`src/rtl/iomem_uart.sv`:
```
// iomem-bus UART: 8N1 transmitter fed by a TX FIFO, optional receiver with a 1-byte holder.
// Define IOMEM_UART_RX_EN to build the receiver; otherwise uart_rx is ignored.
module iomem_uart #(
   parameter int TX_FIFO_DEPTH = 3,
   parameter int DIV_RESET     = 104
) (
   input  logic        clk,
   input  logic        rst,
   input  logic        iomem_valid,
   output logic        iomem_ready,
   input  logic [31:0] iomem_addr,
   output logic [31:0] iomem_rdata,
   input  logic [31:0] iomem_wdata,
   input  logic [3:0]  iomem_wstrb,
   output logic        uart_tx,
   input  logic        uart_rx
);

   localparam int FIFO_N = 1 << TX_FIFO_DEPTH;

   typedef enum logic [1:0] {S_IDLE, S_START, S_DATA, S_STOP} uart_state_t;
   typedef logic [TX_FIFO_DEPTH:0] ptr_t;

   // Handshake: an access happens on an edge with iomem_valid=1 and iomem_ready=0; iomem_ready
   // and iomem_rdata are registered at that edge and every side effect commits there too, so
   // the ready pulse always lasts one cycle and the following edge cannot start a second access.
   logic        access, wr_req, rd_req;
   logic [1:0]  reg_sel;
   logic        push_req, status_w1c, rx_rd_clr;
   logic [31:0] rd_val;

   assign access     = iomem_valid & ~iomem_ready;
   assign reg_sel    = iomem_addr[3:2];
   assign wr_req     = access & (iomem_wstrb != 4'h0);
   assign rd_req     = access & (iomem_wstrb == 4'h0);
   assign push_req   = wr_req & (reg_sel == 2'd0) & iomem_wstrb[0];
   assign status_w1c = wr_req & (reg_sel == 2'd1) & iomem_wstrb[0];
   assign rx_rd_clr  = rd_req & (reg_sel == 2'd0);

   // ---------------- DIV register ----------------
   logic [15:0] div, div_wr;

   always_comb begin
      div_wr = div;
      if (iomem_wstrb[0]) div_wr[7:0]  = iomem_wdata[7:0];
      if (iomem_wstrb[1]) div_wr[15:8] = iomem_wdata[15:8];
   end

   always_ff @(posedge clk) begin
      if (rst)
         div <= 16'(DIV_RESET);
      else if (wr_req && reg_sel == 2'd2)
         div <= (div_wr < 16'd4) ? 16'd4 : div_wr;
   end

   // ---------------- TX FIFO ----------------
   logic [7:0] fifo_mem [FIFO_N];
   ptr_t       wr_ptr, rd_ptr;
   logic       tx_full, tx_empty, tx_pop, tx_ovf;

   assign tx_empty = (wr_ptr == rd_ptr);
   assign tx_full  = (wr_ptr[TX_FIFO_DEPTH] != rd_ptr[TX_FIFO_DEPTH]) &&
                     (wr_ptr[TX_FIFO_DEPTH-1:0] == rd_ptr[TX_FIFO_DEPTH-1:0]);

   always_ff @(posedge clk) begin
      if (push_req && !tx_full)
         fifo_mem[wr_ptr[TX_FIFO_DEPTH-1:0]] <= iomem_wdata[7:0];
   end

   // Full is judged before any pop at the same edge, so a push against a full FIFO is lost.
   always_ff @(posedge clk) begin
      if (rst) begin
         wr_ptr <= '0;
         rd_ptr <= '0;
         tx_ovf <= 1'b0;
      end else begin
         if (push_req) begin
            if (tx_full) tx_ovf <= 1'b1;
            else         wr_ptr <= wr_ptr + ptr_t'(1);
         end else if (status_w1c && iomem_wdata[4]) begin
            tx_ovf <= 1'b0;
         end
         if (tx_pop) rd_ptr <= rd_ptr + ptr_t'(1);
      end
   end

   // ---------------- TX FSM ----------------
   uart_state_t tx_state;
   logic [15:0] tx_cnt, tx_div;
   logic [2:0]  tx_bit;
   logic [7:0]  tx_shreg;
   logic        tx_bit_end, tx_busy;

   assign tx_bit_end = (tx_cnt == tx_div - 16'd1);
   // The end of a stop bit may launch the next frame directly, leaving no idle gap.
   assign tx_pop     = !tx_empty && (tx_state == S_IDLE || (tx_state == S_STOP && tx_bit_end));
   assign tx_busy    = !tx_empty || (tx_state != S_IDLE);

   always_ff @(posedge clk) begin
      if (rst) begin
         tx_state <= S_IDLE;
         uart_tx  <= 1'b1;
         tx_cnt   <= 16'd0;
         tx_div   <= 16'd4;
         tx_bit   <= 3'd0;
         tx_shreg <= 8'd0;
      end else begin
         case (tx_state)
            S_IDLE: begin
               if (tx_pop) begin
                  tx_shreg <= fifo_mem[rd_ptr[TX_FIFO_DEPTH-1:0]];
                  tx_div   <= div;
                  tx_cnt   <= 16'd0;
                  uart_tx  <= 1'b0;
                  tx_state <= S_START;
               end
            end
            S_START: begin
               if (tx_bit_end) begin
                  tx_cnt   <= 16'd0;
                  uart_tx  <= tx_shreg[0];
                  tx_shreg <= {1'b0, tx_shreg[7:1]};
                  tx_bit   <= 3'd0;
                  tx_state <= S_DATA;
               end else begin
                  tx_cnt <= tx_cnt + 16'd1;
               end
            end
            S_DATA: begin
               if (tx_bit_end) begin
                  tx_cnt <= 16'd0;
                  if (tx_bit == 3'd7) begin
                     uart_tx  <= 1'b1;
                     tx_state <= S_STOP;
                  end else begin
                     tx_bit   <= tx_bit + 3'd1;
                     uart_tx  <= tx_shreg[0];
                     tx_shreg <= {1'b0, tx_shreg[7:1]};
                  end
               end else begin
                  tx_cnt <= tx_cnt + 16'd1;
               end
            end
            default: begin
               if (tx_bit_end) begin
                  tx_cnt <= 16'd0;
                  if (tx_pop) begin
                     tx_shreg <= fifo_mem[rd_ptr[TX_FIFO_DEPTH-1:0]];
                     tx_div   <= div;
                     uart_tx  <= 1'b0;
                     tx_state <= S_START;
                  end else begin
                     tx_state <= S_IDLE;
                  end
               end else begin
                  tx_cnt <= tx_cnt + 16'd1;
               end
            end
         endcase
      end
   end

   // ---------------- RX ----------------
   logic [7:0] rx_byte;
   logic       rx_valid, rx_ovr, rx_ferr;
   logic       unused_ok;

`ifdef IOMEM_UART_RX_EN
   uart_state_t rx_state;
   logic        rx_s1, rx_s2, rx_d;
   logic [15:0] rx_cnt, rx_div;
   logic [2:0]  rx_bit;
   logic [7:0]  rx_shreg;
   logic        rx_bit_end;

   assign rx_bit_end = (rx_cnt == rx_div - 16'd1);
   assign unused_ok  = ^{iomem_addr[31:4], iomem_addr[1:0], iomem_wdata[31:16], iomem_wstrb[3:2]};

   always_ff @(posedge clk) begin
      if (rst) begin
         rx_s1 <= 1'b1;
         rx_s2 <= 1'b1;
         rx_d  <= 1'b1;
      end else begin
         rx_s1 <= uart_rx;
         rx_s2 <= rx_s1;
         rx_d  <= rx_s2;
      end
   end

   // Completion updates are written after the bus clears so a same-edge read and a finished
   // byte leave the new byte loaded with RX_VALID still set and no overrun.
   always_ff @(posedge clk) begin
      if (rst) begin
         rx_state <= S_IDLE;
         rx_cnt   <= 16'd0;
         rx_div   <= 16'd4;
         rx_bit   <= 3'd0;
         rx_shreg <= 8'd0;
         rx_byte  <= 8'd0;
         rx_valid <= 1'b0;
         rx_ovr   <= 1'b0;
         rx_ferr  <= 1'b0;
      end else begin
         if (rx_rd_clr) rx_valid <= 1'b0;
         if (status_w1c && iomem_wdata[5]) rx_ovr  <= 1'b0;
         if (status_w1c && iomem_wdata[6]) rx_ferr <= 1'b0;
         case (rx_state)
            S_IDLE: begin
               if (rx_d && !rx_s2) begin
                  rx_cnt   <= 16'd0;
                  rx_div   <= div;
                  rx_state <= S_START;
               end
            end
            S_START: begin
               if (rx_cnt == {1'b0, rx_div[15:1]}) begin
                  rx_cnt <= 16'd0;
                  rx_bit <= 3'd0;
                  rx_state <= rx_s2 ? S_IDLE : S_DATA;
               end else begin
                  rx_cnt <= rx_cnt + 16'd1;
               end
            end
            S_DATA: begin
               if (rx_bit_end) begin
                  rx_cnt   <= 16'd0;
                  rx_shreg <= {rx_s2, rx_shreg[7:1]};
                  if (rx_bit == 3'd7) rx_state <= S_STOP;
                  else                rx_bit   <= rx_bit + 3'd1;
               end else begin
                  rx_cnt <= rx_cnt + 16'd1;
               end
            end
            default: begin
               if (rx_bit_end) begin
                  rx_cnt   <= 16'd0;
                  rx_state <= S_IDLE;
                  if (!rx_s2) begin
                     rx_ferr <= 1'b1;
                  end else if (!rx_valid || rx_rd_clr) begin
                     rx_byte  <= rx_shreg;
                     rx_valid <= 1'b1;
                  end else begin
                     rx_ovr <= 1'b1;
                  end
               end else begin
                  rx_cnt <= rx_cnt + 16'd1;
               end
            end
         endcase
      end
   end
`else
   assign rx_byte   = 8'd0;
   assign rx_valid  = 1'b0;
   assign rx_ovr    = 1'b0;
   assign rx_ferr   = 1'b0;
   assign unused_ok = ^{iomem_addr[31:4], iomem_addr[1:0], iomem_wdata[31:16], iomem_wdata[6:5],
                        iomem_wstrb[3:2], uart_rx, rx_rd_clr};
`endif

   // ---------------- Register read and bus response ----------------
   always_comb begin
      rd_val = 32'h0;
      case (reg_sel)
         2'd0:    rd_val = rx_valid ? {24'h0, rx_byte} : 32'hFFFF_FFFF;
         2'd1:    rd_val = {25'h0, rx_ferr, rx_ovr, tx_ovf, rx_valid, tx_busy, tx_empty, tx_full};
         2'd2:    rd_val = {16'h0, div};
         default: rd_val = 32'h0;
      endcase
   end

   always_ff @(posedge clk) begin
      if (rst) begin
         iomem_ready <= 1'b0;
         iomem_rdata <= 32'h0;
      end else if (access) begin
         iomem_ready <= 1'b1;
         iomem_rdata <= rd_val;
      end else begin
         iomem_ready <= 1'b0;
      end
   end

endmodule
```
`config.mk`:
```
export PLATFORM = sky130hd
export DESIGN_NAME = iomem_uart
export DESIGN_NICKNAME = d
export VERILOG_FILES = /design/src/rtl/iomem_uart.sv
export SDC_FILE = /design/constraint.sdc
export NUM_CORES = 1
export LEC_CHECK = 0
export ABC_CLOCK_PERIOD_IN_PS = 3500
export CAP_MARGIN = 30
export CELL_PAD_IN_SITES_DETAIL_PLACEMENT = 1
export CELL_PAD_IN_SITES_GLOBAL_PLACEMENT = 1
export CORE_ASPECT_RATIO = 0.8
export CORE_MARGIN = 5
export CORE_UTILIZATION = 43
export CTS_CLUSTER_DIAMETER = 60
export DETAILED_ROUTE_END_ITERATION = 10
export PLACE_DENSITY_LB_ADDON = 0.1
export SKIP_CTS_REPAIR_TIMING = 1
export SYNTH_ARGS = -nofsm -noshare
export SYNTH_HDL_FRONTEND = slang
export SYNTH_SLANG_ARGS = --single-unit
```
`constraint.sdc`:
```
create_clock -name clk -period 3.5 [get_ports clk]
set_input_delay 0.7 -clock clk [delete_from_list [all_inputs] [get_ports clk]]
set_output_delay 0.7 -clock clk [all_outputs]
set_load 0.02 [all_outputs]
```
# Word level (Yosys, flattened, before mapping)

Memory sizes are Yosys's and may differ from the RTL's. A register that Yosys moved wholly into a read port is not among the register bits.
Cells that the tools add are included.

Bitwise gates (word level): 9
Reductions and logical operators: 25
Add/subtract/negate cells: 5
Equal/unequal tests: 16
Multiplexer cells: 41
Order comparisons: 1

Operators by type and width:

| kind                  | count |
|---|---|
| $mux 16               | 6 |
| $pmux 32 s3           | 1 |
| $mux 8                | 7 |
| $pmux 16 s2           | 1 |
| $pmux 8 s3            | 1 |
| $add 16x1->16 const B | 1 |
| $eq 16x16->1          | 1 |
| $lt 16x3->1 const B   | 1 |
| $sub 16x1->16 const B | 1 |
| $mux 3                | 5 |
| $mux 1                | 12 |
| $mux 2                | 5 |
| $ne 2x2->1 const B    | 5 |
| $add 4x1->4 const B   | 2 |
| $reduce_and 4->1      | 2 |
| $reduce_bool 2->1     | 4 |
| $and 1x1->1           | 6 |
| $eq 2x2->1 const B    | 3 |
| $logic_and 1x1->1     | 6 |
| $pmux 2 s3            | 1 |
| $pmux 3 s2            | 1 |
| $reduce_and 2->1      | 3 |
| $reduce_and 5->1      | 1 |
| $eq 2x1->1 const B    | 2 |
| other kinds (14)      | 19 |

Bits of input ports: 72
Word-level logic and storage cells: 110
Bits in writable memories: 64
Output and inout bits: 34
Memories: 1
Register bits after elaboration: 104

Memories:

| memory   | words | width | rd ports | clocked after memory_dff | write ports | line | text |
|---|---|---|---|---|---|---|---|
| fifo_mem | 8     | 8     | 1        | 1                        | 1           | 57   | `logic [7:0] fifo_mem [FIFO_N];` |

# Depth between registers and ports, before layout

Depth after elaboration: 8
Depth in mapped cells: 12
Gate-level depth less buffers: 10

# Worst setup path before layout

Ideal clock, no wire load.

Path type: input port to flip-flop
Start point: input iomem_wstrb[0]
End point: memory fifo_mem[0][0], enable pin
Library setup time: 0.383 ns
Cell stages on the path: 6
Path slack: 0.716 ns
Data arrival time: 2.400 ns
Buffers on the path: 1
Required time: 3.117 ns
Cell sequence: clkbuf_1 > nand2b_1 > nor3_1 > nand2_1 > or2_2 > nor3_1

Word-level cells in the longest chain between the ends: 7

Ends and longest elaborated chain:

| item                           | line | text |
|---|---|---|
| start: declaration             | 14   | `input logic [3:0] iomem_wstrb,` |
| $reduce_bool 4->1              | 34   | `assign wr_req = access & (iomem_wstrb != 4'h0);` |
| $and 1x1->1                    | 34   |  |
| $and 1x1->1                    | 36   | `assign push_req = wr_req & (reg_sel == 2'd0) & iomem_wstrb[0];` |
| $and 1x1->1 *                  | 36   |  |
| $logic_and 1x1->1 *            | 66   | `if (push_req && !tx_full)` |
| $mux 1 *                       | 66   |  |
| $mux 1 (not written as such) * | 67   | `fifo_mem[wr_ptr[TX_FIFO_DEPTH-1:0]] <= iomem_wdata[7:0];` |
| end: declaration               | 57   |  |

Mark *: on every way between the ends. The rest lies on a longest branch, timed or not.

# Worst setup path in the final report

Start point: register tx_div[0]
End point: register tx_shreg[7]

Word-level cells in the longest chain between the ends: 8
Elaborated cells on any way between the ends: 12
Classes of those cells: 1 x add/sub; 3 x eq/ne; 3 x mux; 5 x reduce/logical

Ends and longest elaborated chain:

| item                     | line | text |
|---|---|---|
| start: declaration       | 89   | `logic [15:0] tx_cnt, tx_div;` |
| start signal: assignment | 112  | `tx_div <= div;` |
| start signal: assignment | 149  | `tx_div <= div;` |
| $sub 16x1->16 *          | 94   | `assign tx_bit_end = (tx_cnt == tx_div - 16'd1);` |
| $eq 16x16->1 *           | 94   |  |
| $logic_and 1x1->1        | 96   | `assign tx_pop = !tx_empty && (tx_state == S_IDLE \|\| (tx_state == S_STOP && tx_bit_end));` |
| $logic_or 1x1->1         | 96   |  |
| $logic_and 1x1->1        | 96   |  |
| $mux 8 (2 in a row)      | -    |  |
| $pmux 8 s3               | -    |  |
| end signal: assignment   | 111  | `tx_shreg <= fifo_mem[rd_ptr[TX_FIFO_DEPTH-1:0]];` |
| end signal: assignment   | 122  | `tx_shreg <= {1'b0, tx_shreg[7:1]};` |
| end signal: assignment   | 138  | `tx_shreg <= {1'b0, tx_shreg[7:1]};` |
| end: declaration         | 91   | `logic [7:0] tx_shreg;` |

Mark *: on every way between the ends. The rest lies on a longest branch, timed or not. The select of a mux whose other input is x is not followed.
A chain may end at the register's enable or synchronous reset.

==> impl_metrics.ini <==
[outcome]
status = completed

[final_layout]
stdcell_count = 994
nets = 843
final_cell_area_um2 = 8780
drive_above_1_share_pct = 12.7
area.growth.synth_to_final_pct = 19.4
antennaDiodeCount = 0
postLayoutCoreUtil_pct = 52.7

[route]
drt_iter0_markers = 283
dr_total_vias = 5615
wire_per_inst_um = 19.0
vias_per_cell = 5.65
drt-pass1-iter-count = 4
wl_um = 18900
drc = 0
ant_nets = 0

[global_routing]
first_global_vias = 5831
grt_first_pass_wirelength_um = 30800
antenna_found_initial = 0
grt_max_degree = 69
grt_use_total_pct = 19.5
grt_overflow_total = 0

[worst_setup_path]
worst_setup_path_end_kind = flop
path_delay_family = compound AO/OA/AOI/OAI gates
cp-start-kind = flop
crit_buf_inv = 1
arrival_ns = 3.67
reg2reg_to = tx_shreg[7]
worstSetupPathType = reg2reg
cp.required_ns = 3.85
ff2ff_setup_slack_ns = 0.18
cp_max_fo = 11
r2r-start = tx_div[0]
cpPeakStageDelay_ns = 0.59
slowest_stage = a2111oi_4
crit_chain = inv_1, ha_1, xor2_1, o2111ai_1, nor4bb_1, nand4b_1, a2111oi_4, a21oi_2, or4_1, a21oi_1
ff2ff_path_depth = 10

[yosys]
synthesis.area_um2 = 7350
seq_area_frac_synth_pct = 51.2
yosys.area.top_type = edfxtp_1
synth_area_leaders = edfxtp_1 (26%), dfxtp_1 (25%), a21oi_1 (5.2%)
netlist.area_leader.share_pct = 26.1
async_flop_share_pct = 0
synth_most_common_cell = dfxtp_1
ys_seq_elements = 156
synth_common_cells = dfxtp_1 (92), a21oi_1 (77), edfxtp_1 (64), nor2_1 (61), o21ai_0 (38)
syn_nets = 796
syn_avg_cell_area_um2 = 10.3
synth_edf_count = 64
ys_types = 56
netlist_instances = 714
synth_ff_type = dfxtp_1
synth_warnings = 0

[timing]
worst_slack_ns = 0.180
fin_crit_ns = 3.32
slew_headroom_pct = 38.5
fin_crit_sh_pct = 94.9
worst_pin_slew_ns = 0.919
fin_worst_skew_ns = 0.0157
setup_violations = 0
rsz0062_at_grt = true
fmaxAchievable_ghz = 0.301
drv_slew = 0
hold_viol = 0
holdWs_ns = 0.481

[floorplanning]
die_width_um = 156
ioPinCount = 106
start_util_pct = 44.1
core-area_um2 = 16700
die_y_um = 127
rows = 42
die_area_um2 = 19800

[power_and_ir_drop]
p_leak_uw = 0.00306
ir_worst_vdd_uv = 300
power.density_nw_per_um2 = 627

[placed_design]
dpl_cell_area_um2 = 8140
dp_hpwl_um = 13400
gp_congestion = 0.798
pre_cts_ws_ns = -0.0214
io_buffers = 58
placedCellCount = 962

[job]
cap_violations = 0

[hold_path]
hold_depth = 2
min-delay-start = tx_shreg[1]
hold_path_class = reg2reg
hold_end = tx_shreg[1]

[clock_network]
cts_tree = done
cts_buffers = 17
clock_sinks = 156
htree_levels = 4
clk_pin_slew_ns = 0.07
cts_root_buffer = clkbuf_16
clk_latency_ns = 0.43
clk_path_buf_depth = 2
per-layer routing:
layer,wire [um],part of all wire [%],global-route usage (%),vias up
li1,-,-,-,2706
met1,9450,50,27.9,2789
met2,8680,46,30.0,110
met3,561,3.0,5.11,10
met4,174,0.92,4.49,0
met5,0,0,0,-
how the worst max path moves through the flow:
| stage | cells past startpoint | startpoint | endpoint | slack [ns] |
|---|---|---|---|---|
| 5_1_grt | 9 | tx_div[0] | tx_cnt[5] | -0.03 |
| 4_1_cts | 10 | tx_div[0] | tx_shreg[7] | -0.06 |
| 2_1_floorplan | 6 | iomem_wstrb[0] | fifo_mem[0][0] | 0.72 |
| 6_report | 10 | tx_div[0] | tx_shreg[7] | 0.18 |
| 3_5_place_dp | 10 | tx_div[0] | tx_shreg[7] | -0.02 |
| 3_3_place_gp | 10 | tx_div[0] | tx_shreg[7] | 0.12 |
cell type report:
class / instances / area [um^2]
inverters: 8 / 30.0
clock inverters: 15 / 201
multi-input cells: 488 / 3270
fillers: 1779 / 7880
repair buffers: 90 / 816
flip-flops and latches: 156 / 3760
well taps: 220 / 275
clock buffers: 17 / 425
placed cells by master, fill, tap and decap left out, types with 17 or more instances in the layout:
| cell | instances |
|---|---|
| buf_4 | 32 |
| nor3_1 | 24 |
| dfxtp_1 | 92 |
| nor2_1 | 61 |
| a21oi_1 | 76 |
| nand3_1 | 34 |
| edfxtp_1 | 64 |
| nand2b_1 | 31 |
| nand2_1 | 27 |
| o21ai_0 | 38 |
| clkbuf_16 | 17 |
| clkdlybuf4s50_1 | 57 |
metrics by stage:
step | power, uW | setup TNS (ns)
floorplan | 3210 | 0
global placement | 3550 | 0
detailed placement | 3630 | -0.0214
CTS | 5550 | -0.0566
global route | 5800 | -0.0972
finish | 5500 | 0
registers in the layout (all words and copies together) (netlist names), 2 cells and up, named ones only:
signal       count
tx_state         2
iomem_rdata     17
rd_ptr           4
tx_bit           3
tx_div          16
tx_cnt          16
div             16
fifo_mem        64
tx_shreg         8
wr_ptr           4
report_power, final:
group / switching (uW) / internal, uW / total (uW)
clock: 906 / 990 / 1900
sequential: 164 / 2000 / 2170
combinational: 840 / 600 / 1440
total: 1910 / 3590 / 5500
tightest hold or removal path, cell delays in order (launching register included):
cell and delay (ns):
dfxtp_1 0.31, nand2b_1 0.06, o21ai_0 0.06
cells by family (layout without fill, tap and decap cells):
group           Yosys count  in the layout  synth area share, %
simple gates            256            256                 19.0
compound gates          162            162                 13.1
flops                   156            156                 51.2
buf+inv                  70            130                 4.51
mux                      33             33                 7.27
xor+xnor                 27             27                 3.22
fa+ha+maj                10             10                 1.70
No activity file was read; power rests on OpenSTA's default activity.
